$ cat config.mk
export PLATFORM = sky130hd
export DESIGN_NAME = launch_ctrl_flat
export DESIGN_NICKNAME = d
export VERILOG_FILES = /design/src/rtl/launch_ctrl_pkg.sv /design/src/rtl/launch_ctrl_if.sv /design/src/rtl/launch_ctrl_btn_debounce.sv /design/src/rtl/launch_ctrl.sv /design/src/flat_wrapper.sv
export SDC_FILE = /design/constraint.sdc
export NUM_CORES = 1
export LEC_CHECK = 0
export ABC_AREA = 1
export BUFFER_PORTS_ARGS = -buffer_cell sky130_fd_sc_hd__buf_2
export CAP_MARGIN = 0
export CORE_MARGIN = 4
export CORE_UTILIZATION = 38
export CTS_CLUSTER_SIZE = 40
export DETAILED_ROUTE_END_ITERATION = 6
export GPL_TIMING_DRIVEN = 0
export PLACE_DENSITY = 0.57
export SLEW_MARGIN = 20
export SYNTH_ARGS = -nofsm -noshare
export SYNTH_HDL_FRONTEND = slang
export SYNTH_SLANG_ARGS = --single-unit
$ cat constraint.sdc
create_clock -name clk_in -period 4.6 [get_ports clk_in]
set_clock_uncertainty 0.1 [all_clocks]
set_input_delay 0.92 -clock clk_in [delete_from_list [all_inputs] [get_ports clk_in]]
set_output_delay 0.92 -clock clk_in [all_outputs]
set_load 0.02 [all_outputs]
$ cat src/rtl/launch_ctrl_pkg.sv
// launch_ctrl_pkg: shared game types and widths for the launch stage and ball block.
//   state_t    FSM states AIM/POWER/LAUNCH/ROLL (2-bit)
//   AIM_W      signed aim width
//   POWER_W    power width
//   SPEED_W    speed bus width, shared with the ball block
//   launch_vy  vertical speed from aim and power
package launch_ctrl_pkg;
   typedef enum logic [1:0] {AIM = 2'd0, POWER = 2'd1, LAUNCH = 2'd2, ROLL = 2'd3} state_t;
   localparam int AIM_W   = 5;
   localparam int POWER_W = 5;
   localparam int SPEED_W = 16;
   // (|aim| * power) >> 2, formed at 10 bits then zero-extended onto the speed bus
   function automatic logic [SPEED_W-1:0] launch_vy(input logic signed [AIM_W-1:0] aim,
                                                    input logic [POWER_W-1:0] power);
      logic [AIM_W-1:0] mag;
      logic [9:0] prod;
      mag  = aim[AIM_W-1] ? -aim : aim;
      prod = 10'(mag) * 10'(power);
      return SPEED_W'(prod >> 2);
   endfunction
endpackage

$ cat src/rtl/launch_ctrl_if.sv
// launch_ctrl_if: launch request bus between launch_ctrl (master) and the ball block (slave).
//   speed_x_out    horizontal speed
//   speed_y_out    vertical speed magnitude
//   is_vy_neg_out  1 = upward
//   valid_out      launch request, held long enough to span one ball tick
//   ball_done_in   ball finished rolling
interface launch_ctrl_if;
   import launch_ctrl_pkg::*;
   logic [SPEED_W-1:0] speed_x_out;
   logic [SPEED_W-1:0] speed_y_out;
   logic               is_vy_neg_out;
   logic               valid_out;
   logic               ball_done_in;
   modport master (output speed_x_out, speed_y_out, is_vy_neg_out, valid_out, input ball_done_in);
   modport slave  (input speed_x_out, speed_y_out, is_vy_neg_out, valid_out, output ball_done_in);
endinterface

$ cat src/rtl/launch_ctrl_btn_debounce.sv
// launch_ctrl_btn_debounce: button synchronizer, optional debounce and rising-edge press pulse.
//   clk_in  clock
//   rst_in  asynchronous active-low reset
//   btn     raw asynchronous button, active-high
//   press   one-cycle pulse per accepted press
// Macro LAUNCH_CTRL_DEBOUNCE_EN enables the debounce counter; otherwise the
// edge detector sees the synchronizer output directly.
module launch_ctrl_btn_debounce #(
   parameter int DEBOUNCE_CYCLES = 1000000
) (
   input  logic clk_in,
   input  logic rst_in,
   input  logic btn,
   output logic press
);
   logic s0, s1, lvl, lvl_q;
   if (DEBOUNCE_CYCLES < 1) begin : g_bad_cfg
      $error("DEBOUNCE_CYCLES must be at least 1");
   end
`ifdef LAUNCH_CTRL_DEBOUNCE_EN
   localparam int CW = $clog2(DEBOUNCE_CYCLES + 1);
   logic [CW-1:0] cnt;
   // accept a new level only after it differs from the held one for DEBOUNCE_CYCLES cycles
   always_ff @(posedge clk_in or negedge rst_in) begin
      if (!rst_in) begin
         cnt <= '0;
         lvl <= 1'b0;
      end else if (s1 == lvl) begin
         cnt <= '0;
      end else if (cnt == CW'(DEBOUNCE_CYCLES - 1)) begin
         cnt <= '0;
         lvl <= s1;
      end else begin
         cnt <= cnt + 1'b1;
      end
   end
`else
   assign lvl = s1;
`endif
   always_ff @(posedge clk_in or negedge rst_in) begin
      if (!rst_in) begin
         s0    <= 1'b0;
         s1    <= 1'b0;
         lvl_q <= 1'b0;
         press <= 1'b0;
      end else begin
         s0    <= btn;
         s1    <= s0;
         lvl_q <= lvl;
         press <= lvl & ~lvl_q;
      end
   end
endmodule

$ cat src/rtl/launch_ctrl.sv
// launch_ctrl: aim/power launch stage feeding the ball physics block.
//   clk_in               clock
//   rst_in               asynchronous active-low reset
//   btn_left/right/fire  raw buttons, active-high
//   ball                 launch_ctrl_if.master: speeds, sign, valid, ball done
//   aim_out              signed aim for the HUD
//   power_out            current power for the HUD
//   state_out            AIM=0, POWER=1, LAUNCH=2, ROLL=3
// Macro LAUNCH_CTRL_DEBOUNCE_EN enables button debounce.
module launch_ctrl
   import launch_ctrl_pkg::*;
#(
   parameter int TICK_CYCLES     = 3000000,
   parameter int DEBOUNCE_CYCLES = 1000000,
   parameter int MIN_SPEED       = 1,
   parameter int MAX_SPEED       = 16,
   parameter int MAX_ANGLE       = 8
) (
   input  logic                      clk_in,
   input  logic                      rst_in,
   input  logic                      btn_left,
   input  logic                      btn_right,
   input  logic                      btn_fire,
   launch_ctrl_if.master             ball,
   output logic signed [AIM_W-1:0]   aim_out,
   output logic [POWER_W-1:0]        power_out,
   output logic [1:0]                state_out
);
   localparam int CW = $clog2(TICK_CYCLES + 1);
   localparam logic signed [AIM_W-1:0] AIM_HI = AIM_W'(MAX_ANGLE);
   localparam logic signed [AIM_W-1:0] AIM_LO = -AIM_W'(MAX_ANGLE);
   localparam logic [POWER_W-1:0] P_MIN = POWER_W'(MIN_SPEED);
   localparam logic [POWER_W-1:0] P_MAX = POWER_W'(MAX_SPEED);
   state_t        state;
   logic [CW-1:0] cnt;
   logic          dir_up, done_q, done_rise, up;
   logic          p_l, p_r, p_f;
   launch_ctrl_btn_debounce #(.DEBOUNCE_CYCLES(DEBOUNCE_CYCLES)) u_left  (.clk_in(clk_in), .rst_in(rst_in), .btn(btn_left),  .press(p_l));
   launch_ctrl_btn_debounce #(.DEBOUNCE_CYCLES(DEBOUNCE_CYCLES)) u_right (.clk_in(clk_in), .rst_in(rst_in), .btn(btn_right), .press(p_r));
   launch_ctrl_btn_debounce #(.DEBOUNCE_CYCLES(DEBOUNCE_CYCLES)) u_fire  (.clk_in(clk_in), .rst_in(rst_in), .btn(btn_fire),  .press(p_f));
   assign state_out = state;
   // ping-pong: keep climbing until the top, keep falling until the bottom
   assign up = dir_up ? (power_out != P_MAX) : (power_out == P_MIN);
   always_ff @(posedge clk_in or negedge rst_in) begin
      if (!rst_in) begin
         state              <= AIM;
         cnt                <= '0;
         dir_up             <= 1'b1;
         done_q             <= 1'b0;
         done_rise          <= 1'b0;
         aim_out            <= '0;
         power_out          <= P_MIN;
         ball.speed_x_out   <= '0;
         ball.speed_y_out   <= '0;
         ball.is_vy_neg_out <= 1'b0;
         ball.valid_out     <= 1'b0;
      end else begin
         done_q    <= ball.ball_done_in;
         done_rise <= ball.ball_done_in & ~done_q;
         case (state)
            AIM: begin
               if (p_f) begin
                  state <= POWER;
                  cnt   <= '0;
               end else if (p_l & ~p_r) begin
                  aim_out <= (aim_out == AIM_LO) ? aim_out : aim_out - 1'b1;
               end else if (p_r & ~p_l) begin
                  aim_out <= (aim_out == AIM_HI) ? aim_out : aim_out + 1'b1;
               end
            end
            POWER: begin
               if (p_f) begin
                  state              <= LAUNCH;
                  cnt                <= '0;
                  ball.speed_x_out   <= SPEED_W'(power_out);
                  ball.speed_y_out   <= launch_vy(aim_out, power_out);
                  ball.is_vy_neg_out <= aim_out[AIM_W-1];
                  ball.valid_out     <= 1'b1;
               end else if (cnt == CW'(TICK_CYCLES - 1)) begin
                  cnt <= '0;
                  if (MIN_SPEED != MAX_SPEED) begin
                     power_out <= up ? power_out + 1'b1 : power_out - 1'b1;
                     dir_up    <= up;
                  end
               end else begin
                  cnt <= cnt + 1'b1;
               end
            end
            LAUNCH: begin
               // valid spans TICK_CYCLES+1 cycles so the ball's tick always lands inside it
               if (cnt == CW'(TICK_CYCLES)) begin
                  state          <= ROLL;
                  ball.valid_out <= 1'b0;
               end else begin
                  cnt <= cnt + 1'b1;
               end
            end
            ROLL: begin
               if (done_rise) begin
                  state     <= AIM;
                  power_out <= P_MIN;
                  dir_up    <= 1'b1;
               end
            end
         endcase
      end
   end
endmodule

$ cat src/flat_wrapper.sv
// flat-port wrapper written by rule: the top's interface ports become plain ports
module launch_ctrl_flat import launch_ctrl_pkg::*;
#(
   parameter int TICK_CYCLES     = 3000000,
   parameter int DEBOUNCE_CYCLES = 1000000,
   parameter int MIN_SPEED       = 1,
   parameter int MAX_SPEED       = 16,
   parameter int MAX_ANGLE       = 8
)
  (clk_in, rst_in, btn_left, btn_right, btn_fire, aim_out, power_out, state_out, ball_speed_x_out, ball_speed_y_out, ball_is_vy_neg_out, ball_valid_out, ball_ball_done_in);
  launch_ctrl_if ball_i ();
  input  logic clk_in;
  input  logic rst_in;
  input  logic btn_left;
  input  logic btn_right;
  input  logic btn_fire;
  output logic signed [AIM_W-1:0] aim_out;
  output logic [POWER_W-1:0] power_out;
  output logic [1:0] state_out;
  output wire logic [$bits(ball_i.speed_x_out)-1:0] ball_speed_x_out;
  output wire logic [$bits(ball_i.speed_y_out)-1:0] ball_speed_y_out;
  output wire logic [$bits(ball_i.is_vy_neg_out)-1:0] ball_is_vy_neg_out;
  output wire logic [$bits(ball_i.valid_out)-1:0] ball_valid_out;
  input wire logic [$bits(ball_i.ball_done_in)-1:0] ball_ball_done_in;
  assign ball_speed_x_out = ball_i.speed_x_out;
  assign ball_speed_y_out = ball_i.speed_y_out;
  assign ball_is_vy_neg_out = ball_i.is_vy_neg_out;
  assign ball_valid_out = ball_i.valid_out;
  assign ball_i.ball_done_in = ball_ball_done_in;
  launch_ctrl #(.TICK_CYCLES(TICK_CYCLES), .DEBOUNCE_CYCLES(DEBOUNCE_CYCLES), .MIN_SPEED(MIN_SPEED), .MAX_SPEED(MAX_SPEED), .MAX_ANGLE(MAX_ANGLE)) u_core (.clk_in(clk_in), .rst_in(rst_in), .btn_left(btn_left), .btn_right(btn_right), .btn_fire(btn_fire), .ball(ball_i), .aim_out(aim_out), .power_out(power_out), .state_out(state_out));
endmodule
After elaboration in Yosys (flattened, before gate mapping)
Index checks and enable logic that the tools add are counted.

operators by class
  add/subtract/negate cells = 6
  equality and inequality tests = 18
  multipliers = 1
  reductions and logical operators = 11
  multiplexer cells = 28
  bitwise logic cells = 13

operators with widths
  cell                                                    count
  two-way mux 22 bit                                      4
  one-hot mux 22 bit (3 select lines)                     1
  two-way mux 5 bit                                       9
  equality test 22 bit (second input constant)            2
  adder 22 x 1 -> 22 bit (second input constant)          1
  adder 5 x 1 -> 5 bit (second input constant)            2
  multiplier 5 x 5 -> 10 bit                              1
  inequality test 2 bit (second input constant)           5
  one-hot mux 5 bit (2 select lines)                      1
  subtractor 5 x 1 -> 5 bit (second input constant)       2
  two-way mux 2 bit                                       4
  inequality test 2 x 1 -> 1 bit (second input constant)  4
  one-hot mux 2 bit (4 select lines)                      1
  AND reduction 4 bit                                     2
  inverter 1 bit                                          7
  AND 1 bit                                               6
  two-way mux 1 bit                                       6
  AND reduction 3 bit                                     2
  nonzero test 2 bit                                      3
  equality test 5 x 1 -> 1 bit (second input constant)    1
  equality test 5 x 4 -> 1 bit (second input constant)    1
  equality test 5 bit (second input constant)             1
  inequality test 5 bit (second input constant)           1
  negator 5 bit                                           1
  7 further kinds                                         9

storage, ports and cells
  logic and storage cells = 100
  flip-flop bits (word level) = 64
  output and inout bits = 46

Logic depth before layout (Yosys ltp)
Gate-level depths: netlist (run 1).

  depth after elaboration = 6
  mapped depth = 22
  gate-level depth less buffers = 21

Cells and area by module
A second synthesis (run 1) with hierarchy kept.

unflattened totals
  cell total of the unflattened synthesis = 611
  area, all modules = 4653.2 um^2

by module, submodules not included
  module                    seq. area each (um^2)  area an instance (um^2)  instances  cells an instance
  launch_ctrl               1303.8                 4322.9                   1          593
  launch_ctrl_btn_debounce  100.1                  110.1                    3          6

Worst setup path after synthesis (run 1)
OpenSTA, ideal clock, no wires.

  path kind = reg-to-reg
  from = reg u_core.aim_out[0]
  to = reg u_core.ball.speed_y_out[6]
  buffers on the path = 1
  data required time = 4383 ps
  stages on the path, launching flop included = 21
  data arrival time = 4050 ps
  setup time = 117 ps
  slack = 332 ps
  cell sequence = dfrtp_1 > clkbuf_1 > inv_1 > ha_1 > nand2_1 > inv_1 > a31oi_1 > nand2_1 > fa_1 > fa_1 > fa_1 > inv_1 > ha_1 > nand3_1 > nand2_1 > nand2_1 > nand2_1 > a21oi_1 > or2_2 > nand3_1 > nand2_1

on the way
  longest elaborated chain between the ends = 3

RTL lines
  item                          RTL line               source
  start, declared               launch_ctrl.sv:25      output logic signed [AIM_W-1:0] aim_out,
  start signal, assigned        launch_ctrl.sv:66      aim_out <= (aim_out == AIM_LO) ? aim_out : aim_out - 1'b1;
  start signal, assigned        launch_ctrl.sv:68      aim_out <= (aim_out == AIM_HI) ? aim_out : aim_out + 1'b1;
  negator 5 bit                 launch_ctrl_pkg.sv:17  mag = aim[AIM_W-1] ? -aim : aim;
  two-way mux 5 bit *           launch_ctrl_pkg.sv:17
  multiplier 5 x 5 -> 10 bit *  launch_ctrl_pkg.sv:18  prod = 10'(mag) * 10'(power);
  end signal, assigned          launch_ctrl.sv:76      ball.speed_y_out <= launch_vy(aim_out, power_out);
  end, declared                 launch_ctrl_if.sv:14   modport master (output speed_x_out, speed_y_out, is_vy_neg_out, valid_out, input ball_done_in);

Every way passes the cells marked *; elsewhere a longest branch is shown, timed or not.
A chain may end at the register's enable or synchronous reset.

Final worst setup path (run 1)
  from = reg u_core.aim_out[0]
  to = reg u_core.ball.speed_y_out[5]

The elaborated chain is that of the path after synthesis.

==> results.sh, run 1 <==
export IMPL_synth_mux_area_share_pct=0
export IMPL_cts_resized=0
export IMPL_grt_pass1_wl_um=18000
export IMPL_clock_path_buffers=2
export IMPL_dp_cells=795
export IMPL_regToRegStartpoint="u_core.aim_out[0]$_DFFE_PN0P_"
export IMPL_grt_pass1_vias=3705
export IMPL_routed_wl_um=10400
export IMPL_ctsHtreeMaxLevel=3
export IMPL_min_period_over_period_pct=92.8
export IMPL_start_kind="flip-flop"
export IMPL_initial_core_util_pct=39.4
export IMPL_synthAdderAreaFrac_pct=12.9
export IMPL_peakVddDrop_uv=328
export IMPL_worstHoldStart="u_core.u_right.s0$_DFF_PN0_"
export IMPL_die_area_um2=13900
export IMPL_numCtsBuffers=9
export IMPL_syn_area_um2=4580
export IMPL_place_congestion=0.856
export IMPL_setup_viol=0
export IMPL_hold_viol=0
export IMPL_drt_iter0_drc=243
export IMPL_path_buf_inv=3
export IMPL_endpoint_kind="flip-flop"
export IMPL_drt_vias_per_instance=4.77
export IMPL_drv_slew=0
export IMPL_yosys_area_top_type_share_pct=33.9
export IMPL_clk_pin_slew_ps=60
export IMPL_yosysTopAreaCell="dfrtp_1"
export IMPL_pre_cts_ws_ps=37.9
export IMPL_cts_setup_buffers=0
export IMPL_synth_top_family_by_area="simple AND/OR/NAND/NOR gates"
export IMPL_final_antenna_net_count=0
export IMPL_yosys_warnings=0
export IMPL_synth_cells=601
export IMPL_syn2layout_area_growth_pct=16.7
export IMPL_clk_latency_ps=340
export IMPL_min_path_type="flip-flop to flip-flop"
export IMPL_period_minus_slack_ps=4270
export IMPL_hpwl_um=7990
export IMPL_antenna_found_initial=0
export IMPL_ctsHoldBuffers=0
export IMPL_cpMostUsedCell="nand2_1"
export IMPL_dieWidth_um=118
export IMPL_cts_tree="built"
export IMPL_fin_ws_ps=331
export IMPL_worstPathArrival_ps=4380
export IMPL_root_buffer="clkbuf_16"
export IMPL_synth_compound_area_share_pct=8.07
export IMPL_syn_area_per_cell_um2=7.61
export IMPL_clock_fmax_ghz=0.234
export IMPL_cp_required_ps=4720
export IMPL_gr_total_overflow=0
export IMPL_yosysUniqueCellTypes=42
export IMPL_io_pins=52
export IMPL_yosysSeqAreaShare_pct=35.1
export IMPL_drive_gt1_share_pct=17.7
export IMPL_critPathMaxStageDelay_ps=540
export IMPL_die_h_um=118
export IMPL_coreArea_um2=11600
export IMPL_synth_xor_area_share_pct=2.30
export IMPL_cp_slowest_cell="fa_1"
export IMPL_maxCapViolations=0
export IMPL_port_buffers=32
export IMPL_synthSimpleGateAreaFrac_pct=29.3
export IMPL_grt_max_degree=51
export IMPL_crit_path_max_fanout=8
export IMPL_crit_chain="inv_1, ha_1, nand2_1, inv_1, a31oi_2, nand2_1, fa_1, fa_1, fa_1, inv_1, ha_1, nand3_1, nand2_1, nand2_1, o21ai_0, xor2_1, o21ai_0"
export IMPL_critical_path_startpoint="u_core.aim_out[0]$_DFFE_PN0P_"
export IMPL_num_rows=39
export IMPL_ys_ff_latch=64
export IMPL_first_pass_iters=5
export IMPL_rsz0062_at_grt="false"
export IMPL_route_vias_total=3864
export IMPL_grt_usage_pct=16.0
export IMPL_crit_type="flip-flop to flip-flop"
export IMPL_detail_route_wl_per_cell_um=12.8
export IMPL_nFillCells=1186
export IMPL_drc_errors=0
export IMPL_diodes=0
export IMPL_finalPower_mw=3.31
export IMPL_final_setup_tns_ps=0
export IMPL_max_slew_margin_pct=63.6
export IMPL_power_density_nw_per_um2=619
export IMPL_clock_sinks=64
export IMPL_crit_family="adder cells"
export IMPL_leakagePower_nw=2.74
export IMPL_final_nets=709
export IMPL_fin_cells=810
export IMPL_tightest_slew_ps=545
export IMPL_final_util_pct=46.0
export IMPL_status="finished, final reports clean"
export IMPL_synth_area_leaders="dfrtp_1 34%, nand2_1 12%, ha_1 8.5%"
Yosys cell counts, drive strengths merged:
master and count:
o22ai 2, inv 93, a21oi 12, clkbuf 4, xor2 8, dfrtp 62, conb 1, clkinv 2
nand3 47, buf 27, a211oi 1, nor3 9, nor2 58, xnor2 4, a21boi 2, o21ai 39
nor4 2, dfstp 2, ha 31, fa 10, o31ai 1, nand4 15, a31oi 1, o21bai 7
nand3b 1, or2 4, nand2 156
per-layer routing:
metal | GRT usage [%] | part of all wire, % | up-vias | wire length [µm]
li1 | - | - | 1987 | -
met1 | 20.9 | 47 | 1760 | 4840
met2 | 25.4 | 46 | 100 | 4800
met3 | 3.41 | 4.9 | 17 | 513
met4 | 7.33 | 2.2 | 0 | 233
met5 | 0 | 0 | - | 0
state kept, by name, indices dropped and copies added (netlist names), 2 cells and up:
name                     flops
u_core.aim_out               5
u_core.ball.speed_x_out      5
u_core.ball.speed_y_out      8
u_core.cnt                  22
u_core.power_out             5
u_core.state_out             2
per-stage QoR:
step / hold slack, ps / area, µm²
detailed placement: 235 / 5010
finish: 246 / 5340
floorplan: 231 / 4640
global placement: 233 / 4980
CTS: 247 / 5340
global route: 255 / 5340
cell usage in the layout (no fill, tap or decap), types with 4 or more instances in the layout:
master and instances:
nand3_1 40, nand2_2 6, nor3_1 7, conb_1 19
nand2_1 149, nand3_2 7, nor2_1 51, inv_2 6
nand4_1 14, a21oi_1 11, buf_2 36, clkbuf_16 9
o21ai_1 4, fa_1 10, xor2_1 8, buf_4 21
inv_1 86, dfrtp_1 61, or2_2 4, xnor2_1 4
o21ai_0 35, o21bai_1 7, nor2_2 4, ha_1 31
final cells by class:
class                           count  area (µm²)  share of cell area [%]
Inverter                           95         359                    6.72
Clock buffer                        9         225                    4.22
Multi-Input combinational cell    429        2480                    46.5
Clock inverter                      7         100                    1.87
Sequential cell                    64        1610                    30.1
Buffer                             30         201                    3.77
Timing Repair Buffer               33         190                    3.56
Tap cell                          143         179                    3.35
final timing paths:
path | depth (start not counted) | slack, ps | to
max reg2reg | 17 | 330 | u_core.ball.speed_y_out[5]$_DFFE_PN0P_
min in group asynchronous | 1 | 340 | u_core.ball.speed_y_out[1]$_DFFE_PN0P_
max in group asynchronous | 2 | 3500 | u_core.dir_up$_DFFE_PN1P_
max | 17 | 330 | u_core.ball.speed_y_out[5]$_DFFE_PN0P_
min reg2reg | 0 | 250 | u_core.u_right.lvl$_DFF_PN0_
min | 0 | 250 | u_core.u_right.lvl$_DFF_PN0_
cell families after synthesis:
| family | Yosys count |
|---|---|
| AND/OR/NAND/NOR | 292 |
| buffers and inverters | 126 |
| AO/OA/AOI/OAI | 65 |
| flip-flops | 64 |
| adder cells (fa/ha/maj) | 41 |
| XOR/XNOR | 12 |
| other | 1 |
worst register-to-register path, stage by stage, from the launching register on:
cell	delay, ps
dfrtp_2	450
inv_1	120
ha_1	220
nand2_1	150
inv_1	70
a31oi_2	240
nand2_1	110
fa_1	470
fa_1	520
fa_1	540
inv_1	40
ha_1	340
nand3_1	90
nand2_1	90
nand2_1	90
o21ai_0	210
xor2_1	210
o21ai_0	90
power by group:
group / internal [mW] / switching [mW]
sequential: 0.688 / 0.120
combinational: 0.589 / 1.15
clock: 0.480 / 0.275
Power figures use the tool's default switching activity.
==> inputs of run 2 (changes only) <==
- RECOVER_POWER: unset -> 25
- SYNTH_HIERARCHICAL: unset -> 1
==> run 2 against run 1 <==
  * The flow now finishes with violations (max-capacitance violations, max-slew violations)
  * Sequential share of layout area is 0.33 points lower
  * Final area is 1.0% higher
  * Hold slack better by 1.3 ps
  * Setup slack better by 31 ps
  * Synthesized cell count is 1.7% higher
  * Clock power hardly changed
  * Critical path type unchanged
  * Critical endpoint is now u_core/ball.speed_y_out[6]$_DFFE_PN0P_
==> results.sh, run 2 <==
export IMPL_root_buffer="clkbuf_16"
export IMPL_syn2layout_area_growth_pct=16.0
export IMPL_grt_max_degree=48
export IMPL_clock_sinks=64
export IMPL_grt_usage_pct=16.1
export IMPL_routed_wl_um=10600
export IMPL_final_setup_tns_ps=0
export IMPL_setup_viol=0
export IMPL_critical_path_startpoint="u_core/aim_out[0]$_DFFE_PN0P_"
export IMPL_finalPower_mw=3.06
export IMPL_num_rows=40
export IMPL_wl_met2_um=5200
export IMPL_syn_area_per_cell_um2=7.62
export IMPL_maxCapViolations=1
export IMPL_regMostFlops="u_core/cnt"
export IMPL_drc_errors=0
export IMPL_ys_ff_latch=64
export IMPL_p_sw_mw=1.38
export IMPL_violations="max-capacitance violations, max-slew violations"
export IMPL_yosysUniqueCellTypes=40
export IMPL_hold_viol=0
export IMPL_clock_path_buffers=2
export IMPL_start_kind="flip-flop"
export IMPL_synth_most_common_cell="nand2_1"
export IMPL_cts_setup_buffers=0
export IMPL_synth_area_leaders="dfrtp_1 33%, nand2_1 12%, ha_1 8.6%"
export IMPL_drt_vias_per_instance=4.80
export IMPL_regToRegStartpoint="u_core/aim_out[0]$_DFFE_PN0P_"
export IMPL_yosysSeqAreaShare_pct=34.5
export IMPL_yosys_top_cells_count="143 x nand2_1, 77 x inv_1, 67 x nor2_1"
export IMPL_yosys_area_top_type_share_pct=33.3
export IMPL_cp_required_ps=4730
export IMPL_crit_path_max_fanout=7
export IMPL_diodes=0
export IMPL_cts_tree="built"
export IMPL_synth_cells=611
export IMPL_swShare_pct=45.1
export IMPL_clk_pin_slew_ps=60
export IMPL_rsz0062_at_grt="false"
export IMPL_hpwl_um=8200
export IMPL_initial_core_util_pct=38.7
export IMPL_clk_latency_ps=340
export IMPL_synth_ff_type="dfrtp_1"
export IMPL_peakVddDrop_uv=205
export IMPL_async_flop_share_pct=100
export IMPL_drive_gt1_share_pct=17.6
export IMPL_final_cell_mix="143 x nand2_1, 77 x inv_1, 67 x nor2_1, 62 x dfrtp_1, 46 x nand3_1"
export IMPL_drv_slew=48
export IMPL_status="finished, violations left"
export IMPL_crit_type="flip-flop to flip-flop"
export IMPL_clock_fmax_ghz=0.236
export IMPL_p_clk_share_pct=24.7
export IMPL_synth_edf_count=0
export IMPL_grt_pass1_vias=3879
export IMPL_tightest_slew_ps=2510
export IMPL_io_pins=52
export IMPL_die_h_um=119
export IMPL_grt_pass1_wl_um=18400
export IMPL_final_nets=721
export IMPL_seq_power_share_pct=25.5
export IMPL_coreArea_um2=12000
export IMPL_power_internal_mw=1.68
export IMPL_cts_resized=0
export IMPL_min_path_type="flip-flop to flip-flop"
export IMPL_worstHoldStart="u_core/u_left/s0$_DFF_PN0_"
export IMPL_yosys_warnings=6
export IMPL_numCtsBuffers=9
export IMPL_min_period_over_period_pct=92.1
export IMPL_leakagePower_nw=2.80
export IMPL_yosysTopAreaCell="dfrtp_1"
export IMPL_place_congestion=0.912
export IMPL_max_slew_margin_pct=-67.1
export IMPL_ctsHoldBuffers=0
export IMPL_rrSetupSlack_ps=360
export IMPL_power_density_nw_per_um2=568
export IMPL_route_vias_total=3960
export IMPL_largest_reg_flops=22
export IMPL_dieWidth_um=119
export IMPL_port_buffers=32
export IMPL_gr_total_overflow=0
export IMPL_worstPathArrival_ps=4370
export IMPL_drt_iter0_drc=215
export IMPL_layout_commonest_cell="nand2_1"
export IMPL_period_minus_slack_ps=4240
export IMPL_endpoint_kind="flip-flop"
export IMPL_antenna_found_initial=0
export IMPL_die_area_um2=14100
export IMPL_top_regs="u_core/cnt (22), u_core/ball.speed_y_out (8)"
export IMPL_m1WireLength_um=4780
export IMPL_first_pass_iters=5
export IMPL_final_antenna_net_count=0
export IMPL_detail_route_wl_per_cell_um=12.9
export IMPL_wl_met3_um=445
export IMPL_top_layer="met4"
export IMPL_combPwrFrac_pct=49.8
export IMPL_syn_area_um2=4650
export IMPL_ctsHtreeMaxLevel=3
run 2: layout make-up:
cell class | count | area (µm²)
Timing Repair Buffer | 33 | 161
Inverter | 85 | 320
Clock inverter | 6 | 91.3
Tap cell | 147 | 184
Fill cell | 1197 | 6620
Buffer | 32 | 228
Sequential cell | 64 | 1600
Multi-Input combinational cell | 448 | 2570
Clock buffer | 10 | 239
run 2: path summary, 6_finish.rpt:
path                                                     endpoint  depth (start not counted)
setup / recovery           u_core/ball.speed_y_out[6]$_DFFE_PN0P_                         21
hold / removal                        u_core/u_left/lvl$_DFF_PN0_                          0
setup reg to reg           u_core/ball.speed_y_out[6]$_DFFE_PN0P_                         21
hold reg to reg                       u_core/u_left/lvl$_DFF_PN0_                          0
max in group asynchronous              u_core/cnt[20]$_DFFE_PN0P_                          2
min in group asynchronous           u_core/aim_out[1]$_DFFE_PN0P_                          1
run 2: layer usage:
metal	vias to the layer above	track usage, %
met1	1833	19.5
met2	84	27.2
met3	15	4.26
li1	2028	-
met5	-	0
met4	0	6.59
run 2: metrics by stage:
| step | util, % | cells | setup slack (ps) | hold slack (ps) | area, µm² |
|---|---|---|---|---|---|
| after global placement | 42.2 | 808 | 344 | 232 | 5060 |
| after floorplan | - | 629 | 580 | 231 | 4720 |
| after global routing | 44.9 | 825 | 23.5 | 254 | 5400 |
| final | 44.9 | 825 | 362 | 247 | 5400 |
| after detailed placement | 42.4 | 809 | 357 | 237 | 5090 |
| after CTS | 45.2 | 825 | 342 | 251 | 5430 |
run 2: power by group through the flow:
stage,Clock [mW],Combinational [mW],Sequential [mW]
floorplan,0,1.00,0.886
global placement,0,1.50,0.788
detailed placement,0,1.53,0.794
CTS,0.784,1.54,0.784
global route,0.801,1.73,0.802
finish,0.757,1.53,0.781
run 2: cell families after synthesis:
logic type	after synthesis	share of synthesized area [%]
buffers and inverters	117	11.8
other	1	0.0806
adders and majority gates	42	12.9
xor gates and xnor gates	16	3.01
and+or+nand+nor	315	31.0
AOI/OAI and AO/OA	56	6.78
DFF	64	34.5
run 2: critical path, cell delays in order, from the launching register on:
cell and delay, ps:
dfrtp_1 480, inv_1 180, ha_1 320, nand2_1 60, o21ai_0 110, inv_1 160, nor2_1 80, fa_1 530
inv_1 50, fa_1 530, inv_1 40, ha_1 280, ha_1 340, a21oi_1 150, nand2_1 80, nand2_1 80
nand2_1 50, nand2_1 50, nand2_1 60, or2_2 270, nand3_1 70, nand2_1 50
==> inputs of run 3 (changes only) <==
- CORE_UTILIZATION: 38 -> 60
- PLACE_DENSITY: 0.57 -> 0.82
==> run 3 against run 2 <==
  * The run now ends clean
  * Clock-buffer cell count fell by 1
  * Final cell count fell by 5.9%
  * Global-route usage rose by 8.9 points
  * Routed wire length fell by 1.1%
  * Critical path type unchanged
==> results.sh, run 3 (same netlist as run 2, synthesis figures left out) <==
export IMPL_max_slew_margin_pct=46.9
export IMPL_final_antenna_net_count=0
export IMPL_setup_viol=0
export IMPL_start_kind="flip-flop"
export IMPL_grt_usage_pct=25.0
export IMPL_place_congestion=0.974
export IMPL_clk_latency_ps=350
export IMPL_hold_viol=0
export IMPL_post_route_cell_area_um2=5230
export IMPL_peakVddDrop_uv=305
export IMPL_whs_ps=256
export IMPL_detail_route_wl_per_cell_um=13.5
export IMPL_period_minus_slack_ps=4240
export IMPL_final_nets=720
export IMPL_p_clk_share_pct=19.4
export IMPL_largest_reg_flops=22
export IMPL_root_buffer="clkbuf_8"
export IMPL_regMostFlops="u_core/cnt"
export IMPL_initial_core_util_pct=62.8
export IMPL_leakagePower_nw=2.76
export IMPL_p_sw_mw=1.38
export IMPL_hpwl_um=7970
export IMPL_route_vias_total=4102
export IMPL_cp_required_ps=4740
export IMPL_die_h_um=96.1
export IMPL_regToRegStartpoint="u_core/aim_out[0]$_DFFE_PN0P_"
export IMPL_cpMostUsedCell="nand2_1"
export IMPL_grt_pass1_vias=3968
export IMPL_rrSetupSlack_ps=360
export IMPL_crit_chain="inv_1, ha_1, nand2_1, o21ai_0, inv_1, nor2_1, fa_1, inv_1, fa_1, inv_1, ha_1, ha_1, a21oi_1, nand2_1, nand2_1, nand2_1, nand2_1, nand2_1, or2_2, nand3_1, nand2_1"
export IMPL_drt_vias_per_instance=5.29
export IMPL_antenna_found_initial=0
export IMPL_power_internal_mw=1.50
export IMPL_num_rows=31
export IMPL_cts_setup_buffers=0
export IMPL_coreArea_um2=7410
export IMPL_crit_path_max_fanout=7
export IMPL_cp_slowest_cell="fa_1"
export IMPL_r2r_end="u_core/ball.speed_y_out[6]$_DFFE_PN0P_"
export IMPL_ctsHtreeMaxLevel=3
export IMPL_rsz0062_at_grt="false"
export IMPL_status="finished, final reports clean"
export IMPL_ctsHoldBuffers=0
export IMPL_crit_family="adder cells"
export IMPL_first_pass_iters=5
export IMPL_cts_tree="built"
export IMPL_drive_gt1_share_pct=17.9
export IMPL_drc_errors=0
export IMPL_min_period_over_period_pct=92.1
export IMPL_path_buf_inv=4
export IMPL_port_buffers=32
export IMPL_syn2layout_area_growth_pct=12.5
export IMPL_diodes=0
export IMPL_clock_path_buffers=2
export IMPL_dieWidth_um=96.1
export IMPL_numCtsBuffers=9
export IMPL_critPathMaxStageDelay_ps=550
export IMPL_gr_total_overflow=0
export IMPL_placed_cell_area_um2=5010
export IMPL_layout_commonest_cell="nand2_1"
export IMPL_final_setup_tns_ps=0
export IMPL_final_cell_mix="143 x nand2_1, 77 x inv_1, 67 x nor2_1, 61 x dfrtp_1, 46 x nand3_1"
export IMPL_min_path_type="flip-flop to flip-flop"
export IMPL_r2r_cells=21
export IMPL_crit_type="flip-flop to flip-flop"
export IMPL_io_pins=52
export IMPL_final_util_pct=70.6
export IMPL_grt_max_degree=65
export IMPL_drv_slew=0
export IMPL_top_regs="u_core/cnt (22), u_core/ball.speed_y_out (8)"
export IMPL_nFillCells=630
export IMPL_die_area_um2=9230
export IMPL_worstHoldStart="u_core/u_fire/s0$_DFF_PN0_"
export IMPL_maxCapViolations=0
export IMPL_endpoint_kind="flip-flop"
export IMPL_clk_pin_slew_ps=80
export IMPL_hold_end="u_core/u_fire/lvl$_DFF_PN0_"
export IMPL_clock_sinks=64
export IMPL_swShare_pct=47.8
export IMPL_combPwrFrac_pct=53.5
export IMPL_power_density_nw_per_um2=551
export IMPL_seq_power_share_pct=27.0
export IMPL_routed_wl_um=10500
export IMPL_cts_resized=0
export IMPL_tightest_slew_ps=796
export IMPL_drt_iter0_drc=187
export IMPL_worstPathArrival_ps=4380
export IMPL_hold_depth=0
export IMPL_grt_pass1_wl_um=17900
export IMPL_clock_fmax_ghz=0.236
run 3: routing by layer:
metal | up-vias | GRT usage [%] | wire, µm
met1 | 1910 | 28.9 | 4260
met3 | 25 | 5.79 | 712
met5 | - | 0 | 0
li1 | 2025 | - | -
met2 | 142 | 44.3 | 5290
met4 | 0 | 10.2 | 250
run 3: how the worst max path moves through the flow:
stage	from	end	slack (ps)	depth (start not counted)
6_report	u_core/aim_out[0]$_DFFE_PN0P_	u_core/ball.speed_y_out[6]$_DFFE_PN0P_	360	21
5_1_grt	u_core/aim_out[0]$_DFFE_PN0P_	u_core/ball.speed_y_out[6]$_DFFE_PN0P_	70	21
4_1_cts	u_core/aim_out[0]$_DFFE_PN0P_	u_core/ball.speed_y_out[6]$_DFFE_PN0P_	280	21
3_5_place_dp	u_core/aim_out[0]$_DFFE_PN0P_	u_core/ball.speed_y_out[6]$_DFFE_PN0P_	330	21
3_3_place_gp	u_core/aim_out[0]$_DFFE_PN0P_	u_core/ball.speed_y_out[6]$_DFFE_PN0P_	430	21
2_1_floorplan	u_core/aim_out[0]$_DFFE_PN0P_	u_core/ball.speed_y_out[6]$_DFFE_PN0P_	580	19
run 3: power by group through the flow:
stage / clock (mW) / combinational [mW] / sequential (mW)
floorplan: 0 / 1.00 / 0.886
global placement: 0 / 1.48 / 0.785
detailed placement: 0 / 1.53 / 0.789
CTS: 0.577 / 1.54 / 0.779
global route: 0.606 / 1.74 / 0.797
finish: 0.561 / 1.54 / 0.779
run 3: cell type report:
type	instances	area (µm²)	area share, %
Buffer	32	228	4.35
Clock buffer	9	124	2.37
Clock inverter	7	103	1.96
Inverter	85	320	6.12
Multi-Input combinational cell	448	2570	49.1
Sequential cell	64	1610	30.7
Tap cell	99	124	2.37
Timing Repair Buffer	32	161	3.08
run 3: stage by stage:
step	std cells	setup WS [ps]	total power [mW]
final	776	363	2.88
after detailed placement	760	333	2.32
after global placement	760	425	2.26
after floorplan	629	580	1.89
after global routing	776	67.2	3.14
after CTS	776	281	2.90
